### config.mk
export PLATFORM = sky130hd
export DESIGN_NAME = nibble_serial_adder
export DESIGN_NICKNAME = d
export VERILOG_FILES = /design/src/rtl/counter_pkg.sv /design/src/rtl/nibble_add4.sv /design/src/rtl/nibble_serial_adder.sv
export SDC_FILE = /design/constraint.sdc
export NUM_CORES = 1
export LEC_CHECK = 0
export BUFFER_PORTS_ARGS = -buffer_cell sky130_fd_sc_hd__buf_2
export CAP_MARGIN = 20
export CORE_MARGIN = 2
export CORE_UTILIZATION = 54
export CTS_CLUSTER_SIZE = 16
export DETAILED_ROUTE_END_ITERATION = 8
export PLACE_DENSITY = 0.81
export SYNTH_ARGS = -nofsm -noshare
export SYNTH_HDL_FRONTEND = slang
export SYNTH_SLANG_ARGS = --single-unit
### constraint.sdc
create_clock -name clk -period 3.3 [get_ports clk]
set_clock_uncertainty 0.05 [all_clocks]
set_input_delay 0.33 -clock clk [delete_from_list [all_inputs] [get_ports clk]]
set_output_delay 0.33 -clock clk [all_outputs]
set_load 0.1 [all_outputs]
### src/rtl/counter_pkg.sv
// Shared constants and FSM encoding for the nibble-serial adder.
// Provides the slice width and the IDLE/RUN/DONE state type.
package counter_pkg;

  localparam int NIB_W = 4;

  typedef enum logic [1:0] {
    ST_IDLE = 2'd0,
    ST_RUN  = 2'd1,
    ST_DONE = 2'd2
  } state_t;

endpackage

### src/rtl/nibble_add4.sv
// Combinational 4-bit ripple adder slice.
// Ports: a, b (4b), cin in; s (4b), cout out.
module nibble_add4
  import counter_pkg::*;
(
  input  logic [NIB_W-1:0] a,
  input  logic [NIB_W-1:0] b,
  input  logic             cin,
  output logic [NIB_W-1:0] s,
  output logic             cout
);

  logic [NIB_W:0] t;

  assign t    = {1'b0, a} + {1'b0, b} + {{NIB_W{1'b0}}, cin};
  assign s    = t[NIB_W-1:0];
  assign cout = t[NIB_W];

endmodule

### src/rtl/nibble_serial_adder.sv
// Multi-word adder: WIDTH-bit operands summed one nibble per clock
// through a single 4-bit slice, LS nibble first, result on valid/ready.
// Ports: clk, rst_n; in_valid/in_ready, in_a, in_b, in_cin;
//        out_valid/out_ready, out_sum, out_cout, out_ovf; busy.
module nibble_serial_adder
  import counter_pkg::*;
#(
  parameter int WIDTH = 16
) (
  input  logic             clk,
  input  logic             rst_n,
  input  logic             in_valid,
  output logic             in_ready,
  input  logic [WIDTH-1:0] in_a,
  input  logic [WIDTH-1:0] in_b,
  input  logic             in_cin,
  output logic             out_valid,
  input  logic             out_ready,
  output logic [WIDTH-1:0] out_sum,
  output logic             out_cout,
  output logic             out_ovf,
  output logic             busy
);

  localparam int NIB   = WIDTH / NIB_W;
  localparam int IDX_W = (NIB > 1) ? $clog2(NIB) : 1;
  localparam logic [IDX_W-1:0] LAST = IDX_W'(NIB - 1);

  state_t           state_q, state_d;
  logic [IDX_W-1:0] idx_q, idx_d;
  logic             carry_q, carry_d;
  logic [WIDTH-1:0] a_q, a_d;
  logic [WIDTH-1:0] b_q, b_d;
  logic [WIDTH-1:0] sum_q, sum_d;
  logic             cout_q, cout_d;
  logic             ovf_q, ovf_d;

  logic [NIB_W-1:0] a_nib, b_nib, s_nib;
  logic             c_nib;

  assign a_nib = a_q[idx_q*NIB_W +: NIB_W];
  assign b_nib = b_q[idx_q*NIB_W +: NIB_W];

  nibble_add4 u_add4 (
    .a    (a_nib),
    .b    (b_nib),
    .cin  (carry_q),
    .s    (s_nib),
    .cout (c_nib)
  );

  always_comb begin
    state_d = state_q;
    idx_d   = idx_q;
    carry_d = carry_q;
    a_d     = a_q;
    b_d     = b_q;
    sum_d   = sum_q;
    cout_d  = cout_q;
    ovf_d   = ovf_q;
    unique case (state_q)
      ST_IDLE: begin
        if (in_valid) begin
          a_d     = in_a;
          b_d     = in_b;
          carry_d = in_cin;
          idx_d   = '0;
          state_d = ST_RUN;
        end
      end
      ST_RUN: begin
        sum_d[idx_q*NIB_W +: NIB_W] = s_nib;
        carry_d = c_nib;
        idx_d   = idx_q + IDX_W'(1);
        if (idx_q == LAST) begin
          idx_d   = '0;
          cout_d  = c_nib;
          // slice sum MSB is the result MSB on the last nibble
          ovf_d   = (a_q[WIDTH-1] == b_q[WIDTH-1]) &&
                    (s_nib[NIB_W-1] != a_q[WIDTH-1]);
          state_d = ST_DONE;
        end
      end
      ST_DONE: begin
        if (out_ready) state_d = ST_IDLE;
      end
      default: state_d = ST_IDLE;
    endcase
  end

  always_ff @(posedge clk or negedge rst_n) begin
    if (!rst_n) begin
      state_q <= ST_IDLE;
      idx_q   <= '0;
      carry_q <= 1'b0;
      a_q     <= '0;
      b_q     <= '0;
      sum_q   <= '0;
      cout_q  <= 1'b0;
      ovf_q   <= 1'b0;
    end else begin
      state_q <= state_d;
      idx_q   <= idx_d;
      carry_q <= carry_d;
      a_q     <= a_d;
      b_q     <= b_d;
      sum_q   <= sum_d;
      cout_q  <= cout_d;
      ovf_q   <= ovf_d;
    end
  end

  assign in_ready  = (state_q == ST_IDLE);
  assign out_valid = (state_q == ST_DONE);
  assign busy      = (state_q == ST_RUN) || (state_q == ST_DONE);
  assign out_sum   = sum_q;
  assign out_cout  = cout_q;
  assign out_ovf   = ovf_q;

endmodule
==> impl_metrics.json, run 1 <==
{
  "status": "finished, final reports clean",
  "cts-buffers-inserted": 5,
  "setup_tns_ns": 0,
  "mappedNetlistArea_um2": 2649,
  "yosys.cell_types.count": 33,
  "clock_latency_ns": 0.31,
  "cp_data_arrival_time_ns": 2.92,
  "fp.dieH_um": 74.04,
  "cp_cell_sequence": "mux4_2 -> fa_1 -> fa_1 -> xnor2_1 -> o31ai_1",
  "die_w_um": 74.04,
  "cts.clk_slew.worst_paths_ns": 0.10,
  "tightest_slew_ns": 0.5613,
  "dp_hpwl_um": 3728,
  "via_count": 1800,
  "worstPathMaxFanout": 11,
  "cts_tree": "built",
  "slowest_stage": "dfrtp_1",
  "cp-start-kind": "register",
  "clock_sinks": 55,
  "async_flop_share": 1.000,
  "final_util": 0.6641,
  "critPathKind": "register to register",
  "register_area_um2": 1376,
  "first_global_vias": 1859,
  "max_freq_mhz": 359.6,
  "yosysTopAreaCell": "dfrtp_1",
  "cts_buffer_depth": 2,
  "synth_edf_count": 0,
  "wl_um": 4902,
  "antenna_found_initial": 0,
  "ys.warnings.count": 0,
  "min_path_type": "input pin to register",
  "grt_pass1_wl_um": 8528,
  "grt_start_max_net_pins": 33,
  "place_area_um2": 3009,
  "wl_per_cell_um": 14.46,
  "io_pins": 58,
  "synth_top_area_frac": 0.5196,
  "ctsHtreeMaxLevel": 2,
  "dieArea_um2": 5481,
  "post_cts_buffers": 0,
  "drt_iter0_drc": 118,
  "cts_resized": 0,
  "required_ns": 3.44,
  "synth_nets": 260,
  "fill_cells": 361,
  "synth_cells": 209,
  "rsz0062_at_grt": "false",
  "drc_errors": 0,
  "port_buffers": 57,
  "grt_overflow_total": 0,
  "yosysSeqAreaShare": 0.5196,
  "stdcell_area_um2": 3137,
  "hold_buffers": 1,
  "ys_seq_elements": 55,
  "end_kind": "register",
  "fp-row-count": 25,
  "slowest_delay_ns": 0.61,
  "setup_viol": 0,
  "grt_util_all_layers": 0.2052,
  "syn_area_per_cell_um2": 12.67,
  "maxCapViolCount": 0,
  "routabilityCongestion": 0.7736,
  "min_period_over_period": 0.8428,
  "timing_hold_violations_final": 0,
  "viasPerCell": 5.310,
  "multiInputGateArea_um2": 1207,
  "layout-drive-gt1-share": 0.4265,
  "nets": 322,
  "ys.flop_type": "dfrtp_1",
  "place_inst": 330,
  "slew_headroom": 0.6258,
  "drt-pass1-iter-count": 4,
  "cpMostUsedCell": "fa_1",
  "drv_slew": 0,
  "area.growth.synth_to_final_pct": 18.42,
  "diodes": 0,
  "initial_core_util": 0.5608,
  "core-area_um2": 4723,
  "ant_nets": 0,
  "finalCriticalPeriod_ns": 2.781,
  "synthTopCellsByArea": "dfrtp_1 (52%), mux2_2 (14%), mux4_2 (6.8%)",
  "cts_root_buffer": "clkbuf_8",
  "stdcell_count": 339
}
-- layout make-up --
| type | count | share of cell area |
|---|---|---|
| Clock inverter | 2 | 0.01117 |
| Tap cell | 67 | 0.02673 |
| Sequential cell | 55 | 0.4388 |
| Clock buffer | 6 | 0.02633 |
| Multi-Input combinational cell | 139 | 0.3849 |
| Inverter | 9 | 0.01077 |
| Timing Repair Buffer | 61 | 0.1013 |
-- metal layers --
layer,global-route usage,up-vias,routed length [um]
li1,-,878,-
met1,0.2620,865,2142
met2,0.3482,49,2450
met3,0.04472,8,228
met4,0.07071,0,80
met5,0,-,0
-- worst paths after layout --
| kind | slack (ns) | depth (start not counted) | startpoint | end |
|---|---|---|---|---|
| worst max-delay path | 0.52 | 5 | idx_q[0] | out_sum[10] |
| worst min-delay path | 0.19 | 2 | in_b[15] | b_q[15] |
| worst max register to register | 0.52 | 5 | idx_q[0] | out_sum[10] |
| worst min register to register | 0.43 | 2 | out_sum[6] | out_sum[6] |
| max in group asynchronous | 1.92 | 3 | rst_n | a_q[10] |
| min in group asynchronous | 0.49 | 2 | rst_n | out_sum[12] |
-- flip-flops by register name, summed over array words and instances, names as in the netlist --
name / cells
a_q: 16
state_q: 2
idx_q: 2
carry_q: 1
out_cout: 1
b_q: 16
out_ovf: 1
out_sum: 16
-- Yosys cell counts (2+ instances only) --
library cell,count
o31ai_1,7
buf_2,4
nand3_1,3
mux4_2,8
dfrtp_1,55
o21ai_0,12
nand2_1,30
a31oi_1,2
nor2_1,5
xnor2_1,2
fa_1,2
a21oi_1,3
ha_1,12
nor3_1,3
mux2_2,33
or3_1,3
inv_1,8
a32o_1,2
-- cell families after synthesis --
family	after synthesis	share of synthesized area
xor gates and xnor gates	2	0.006614
AOI/OAI and AO/OA	31	0.08078
and+or+nand+nor	51	0.08834
DFF	55	0.5196
muxes	41	0.2083
adders and majority gates	14	0.07180
buffers and inverters	15	0.02456
-- metrics by stage --
| step | setup WS [ns] | hold slack [ns] |
|---|---|---|
| final | 0.5188 | 0.1949 |
| after detailed placement | 0.5417 | 0.2997 |
| after floorplan | 0.6885 | -0.01559 |
| after global placement | 0.6063 | 0.2984 |
| after CTS | 0.5239 | 0.1861 |
| after global routing | 0.3645 | 0.1791 |
-- placed cells by master (no fill, tap or decap), types with 5 or more instances in the layout --
cell type   n
buf_2      57
clkbuf_8    6
dfrtp_1    55
ha_1       12
inv_1       8
mux2_2     33
mux4_2      8
nand2_1    30
nor2_1      5
o21ai_0    12
o31ai_1     7
-- worst max-delay path: cells and delay by family (launching register included) --
| kind | cells | cell delay [ns] |
|---|---|---|
| adder cells (fa/ha/maj) | 2 | 0.87 |
| AO/OA/AOI/OAI | 1 | 0.14 |
| XOR/XNOR | 1 | 0.40 |
| multiplexers | 1 | 0.57 |
| flip-flops | 1 | 0.61 |
Power of run 1 is left out: the tool's default activity adds up to more than one toggle a clock period on the data nets, which glitch-free logic cannot reach.
==> inputs of run 2 (changes only) <==
==> constraint.sdc (replaced) <==
create_clock -name clk -period 2.8 [get_ports clk]
set_clock_uncertainty 0.05 [all_clocks]
set_input_delay 0.28 -clock clk [delete_from_list [all_inputs] [get_ports clk]]
set_output_delay 0.28 -clock clk [all_outputs]
set_load 0.1 [all_outputs]
==> run 2 against run 1 <==
Against the previous run: the run now ends with hold timing left; utilization down 0.45 points; non-clock buffer count up 2; wire length up 1.7%; die area did not move; critical path depth did not move; via count is 0.78% higher; register-to-register slack worse by 0.32 ns; cell count increased by 0.59%; first-iteration DRC count is 53% lower; maximum frequency increased by 6.9%; clock-buffer cell count shrank 1; cell area is 0.68% lower; critical path type unchanged.
==> impl_metrics.json, run 2 (same netlist as run 1, synthesis figures left out) <==
{
  "final_util": 0.6596,
  "setup_viol": 0,
  "area.growth.synth_to_final_pct": 17.62,
  "clock_sinks": 55,
  "hold_slack_ns": -0.01726,
  "stdcell_count": 341,
  "worstPathMaxFanout": 4,
  "min_period_over_period": 0.9293,
  "clock_latency_ns": 0.31,
  "hold_buffers": 0,
  "dp_hpwl_um": 3889,
  "first_global_vias": 1808,
  "end_kind": "register",
  "core-area_um2": 4723,
  "finalCriticalPeriod_ns": 2.602,
  "grt_pass1_wl_um": 8162,
  "ant_nets": 0,
  "post_cts_buffers": 0,
  "cp-start-kind": "register",
  "drt-pass1-iter-count": 5,
  "cp_data_arrival_time_ns": 2.72,
  "tightest_slew_ns": 0.7573,
  "dieArea_um2": 5481,
  "slew_headroom": 0.4951,
  "port_buffers": 57,
  "antenna_found_initial": 0,
  "fp-row-count": 25,
  "viasPerCell": 5.320,
  "die_w_um": 74.04,
  "cts_resized": 0,
  "cts.clk_slew.worst_paths_ns": 0.10,
  "regToRegSetupSlack_ns": 0.20,
  "required_ns": 2.92,
  "nets": 324,
  "routabilityCongestion": 0.7383,
  "drc_errors": 0,
  "ctsHtreeMaxLevel": 2,
  "io_pins": 58,
  "fp.dieH_um": 74.04,
  "grt_util_all_layers": 0.1975,
  "cts_buffer_depth": 2,
  "rsz0062_at_grt": "false",
  "min_path_type": "input pin to asynchronous set/reset pin",
  "drt_iter0_drc": 56,
  "grt_start_max_net_pins": 34,
  "place_inst": 333,
  "timing_hold_violations_final": 21,
  "layout-drive-gt1-share": 0.4343,
  "final_cell_mix": "buf_2 (57), dfrtp_1 (55), mux2_2 (33), nand2_1 (30)",
  "grt_overflow_total": 0,
  "wl_per_cell_um": 14.62,
  "setup_tns_ns": 0,
  "via_count": 1814,
  "cts-buffers-inserted": 5,
  "layout_commonest_cell": "buf_2",
  "initial_core_util": 0.5608,
  "r2r_end": "out_sum[6]",
  "drv_slew": 0,
  "critPathKind": "register to register",
  "wl_um": 4984,
  "reg2reg_from": "idx_q[0]",
  "cts_tree": "built",
  "max_freq_mhz": 384.3,
  "ff2ff_path_depth": 5,
  "maxCapViolCount": 0,
  "diodes": 0,
  "violations": "hold timing",
  "status": "finished with violations",
  "cts_root_buffer": "clkbuf_8"
}
-- run 2: layout make-up --
cell class,count,area [um^2]
Clock buffer,5,68.82
Fill cell,376,1608
Clock inverter,3,15.01
Multi-Input combinational cell,139,1207
Inverter,9,33.78
Timing Repair Buffer,63,330.3
Sequential cell,55,1376
Tap cell,67,83.83
-- run 2: how the worst max path moves through the flow --
stage / start / end / slack (ns) / depth (start not counted)
floorplan: idx_q[0] / out_sum[10] / 0.19 / 6
global placement: idx_q[0] / out_sum[6] / 0.32 / 5
detailed placement: idx_q[0] / out_sum[6] / 0.24 / 5
CTS: idx_q[0] / out_sum[6] / 0.21 / 5
global route: idx_q[0] / out_sum[2] / 0.11 / 5
finish: idx_q[0] / out_sum[6] / 0.20 / 5
-- run 2: stage by stage --
stage	hold WS [ns]	instance area (um^2)	worst slack, ns
after detailed placement	0.3414	3032	0.2396
after global routing	0.03869	3115	0.1129
after floorplan	-0.06559	2649	0.1885
after CTS	0.004739	3115	0.2146
final	-0.01726	3115	0.1979
after global placement	0.3238	3032	0.3228
-- run 2: per-layer routing --
layer	vias to the layer above	part of all wire	wire length, um	track usage
met1	877	0.43	2166	0.2425
met3	9	0.048	240	0.05014
li1	877	-	-	-
met4	0	0.014	70	0.06465
met5	-	0	0	0
met2	51	0.50	2507	0.3423
-- run 2: critical path: stages (launching register included) --
cell	delay, ns
dfrtp_1	0.43
mux4_2	0.54
fa_1	0.45
fa_1	0.43
xnor2_1	0.43
o31ai_1	0.15
Power of run 2 is left out for the same reason.
==> inputs of run 3 (changes only) <==
--- a/config.mk
+++ b/config.mk
@@ -11,7 +11,7 @@
 export CORE_UTILIZATION = 54
 export CTS_CLUSTER_SIZE = 16
 export DETAILED_ROUTE_END_ITERATION = 8
-export PLACE_DENSITY = 0.81
+export PLACE_DENSITY = 0.79
 export SYNTH_ARGS = -nofsm -noshare
 export SYNTH_HDL_FRONTEND = slang
 export SYNTH_SLANG_ARGS = --single-unit
==> run 3 against run 2 <==
Against the previous run: the run now ends clean; utilization up 0.72 points; critical path type unchanged; cell area up 1.1%; via count up 0.88%.
==> impl_metrics.json, run 3 (same netlist as run 1, synthesis figures left out) <==
{
  "cts_tree": "built",
  "tightest_slew_ns": 0.6727,
  "fp-row-count": 25,
  "timing_hold_violations_final": 0,
  "min_path_type": "input pin to asynchronous set/reset pin",
  "drt-pass1-iter-count": 4,
  "layout-drive-gt1-share": 0.4359,
  "setup_tns_ns": 0,
  "required_ns": 2.91,
  "cp_cell_sequence": "mux4_2 -> fa_1 -> fa_1 -> a21oi_1 -> nor2_1 -> nor2_1 -> a31oi_1",
  "viasPerCell": 5.382,
  "grt_pass1_wl_um": 8521,
  "ff2ff_path_depth": 7,
  "met2_usage": 0.3532,
  "cp-start-kind": "register",
  "fp.dieH_um": 74.04,
  "reg2reg_from": "idx_q[0]",
  "multiInputGateArea_um2": 1215,
  "io_pins": 58,
  "grt_use_met3": 0.04065,
  "slowest_delay_ns": 0.56,
  "ctsHtreeMaxLevel": 2,
  "drt_iter0_drc": 55,
  "drv_slew": 0,
  "hold_buffers": 0,
  "diodes": 0,
  "cts.clk_slew.worst_paths_ns": 0.10,
  "dp_hpwl_um": 3709,
  "routabilityCongestion": 0.8020,
  "ant_nets": 0,
  "max_freq_mhz": 381.5,
  "dieArea_um2": 5481,
  "register_area_um2": 1376,
  "wl_per_cell_um": 14.38,
  "first_global_vias": 1877,
  "cts-buffers-inserted": 5,
  "clock_sinks": 55,
  "via_count": 1830,
  "rsz0062_at_grt": "false",
  "fill_cells": 349,
  "r2r_end": "carry_q",
  "worstPathMaxFanout": 6,
  "top_usage_layer": "met2",
  "slew_headroom": 0.5515,
  "cts_buffer_depth": 2,
  "finalCriticalPeriod_ns": 2.621,
  "grt_overflow_total": 0,
  "layout_commonest_cell": "buf_2",
  "cts_root_buffer": "clkbuf_8",
  "port_buffers": 57,
  "drc_errors": 0,
  "nets": 323,
  "critPathKind": "register to register",
  "die_w_um": 74.04,
  "final_cell_mix": "buf_2 (57), dfrtp_1 (55), mux2_2 (33), nand2_1 (30)",
  "core-area_um2": 4723,
  "cp_data_arrival_time_ns": 2.73,
  "place_ws_ns": 0.1343,
  "antenna_found_initial": 0,
  "place_inst": 332,
  "slowest_stage": "mux4_2",
  "stdcell_count": 340,
  "met1_usage": 0.2604,
  "regToRegSetupSlack_ns": 0.18,
  "initial_core_util": 0.5608,
  "setup_viol": 0,
  "wl_um": 4890,
  "status": "finished, final reports clean",
  "area.growth.synth_to_final_pct": 18.89,
  "maxCapViolCount": 0,
  "grt_util_all_layers": 0.2023,
  "clock_latency_ns": 0.30,
  "grt_start_max_net_pins": 56,
  "fin_ws_ns": 0.1785,
  "end_kind": "register",
  "min_period_over_period": 0.9362
}
-- run 3: changes by cell type in the layout (fill, tap and decap cells not counted) --
cell | previous run | this run
bufinv_16 | 0 | 1
clkbuf_8 | 5 | 6
xnor2_2 | 0 | 1
buf_4 | 6 | 5
xnor2_1 | 2 | 1
clkinv_2 | 3 | 1
-- run 3: what timing repair did --
| action | in CTS | in global routing |
|---|---|---|
| setup endpoints to repair | 0 | 3 |
| endpoints found under the hold margin | 0 | 0 |
| setup buffers | 0 | 0 |
| resized for setup | 0 | 1 |
-- run 3: per-stage QoR --
stage / util / area (um^2) / hold slack [ns]
after floorplan: - / 2649 / -0.06559
after global placement: 0.6403 / 3024 / 0.3927
after detailed placement: 0.6403 / 3024 / 0.3968
after global routing: 0.6668 / 3149 / 0.1070
final: 0.6668 / 3149 / 0.04222
after CTS: 0.6652 / 3142 / 0.07199
-- run 3: worst max-delay path: cells and delay by family, from the launching register on --
family,cells,cell delay [ns]
flip-flops,1,0.53
adder cells (fa/ha/maj),2,0.91
multiplexers,1,0.56
AO/OA/AOI/OAI,2,0.26
AND/OR/NAND/NOR,2,0.16
-- run 3: how the worst max path moves through the flow --
stage	from	to	slack, ns	cells after the start
final	idx_q[0]	carry_q	0.18	7
after global routing	idx_q[0]	out_sum[3]	0.004	7
after floorplan	idx_q[0]	out_sum[10]	0.19	6
after global placement	idx_q[0]	out_sum[6]	0.23	5
after detailed placement	idx_q[0]	out_sum[6]	0.13	5
after CTS	idx_q[0]	out_sum[6]	0.11	5
-- run 3: area by class of cell --
cell class / count / area share
repair buffers: 62 / 0.1025
clock buffers: 6 / 0.02622
multi-input cells: 139 / 0.3858
well taps: 67 / 0.02662
flip-flops and latches: 55 / 0.4370
clock inverters: 2 / 0.01112
inverters: 9 / 0.01073
-- run 3: metal layers --
metal  share of wire  wire length (um)  up-vias
li1                -                 -      873
met1            0.44              2139      903
met2            0.51              2512       50
met3           0.039               193        4
met4          0.0090                44        0
met5               0                 0        -
Power of run 3 is left out for the same reason.
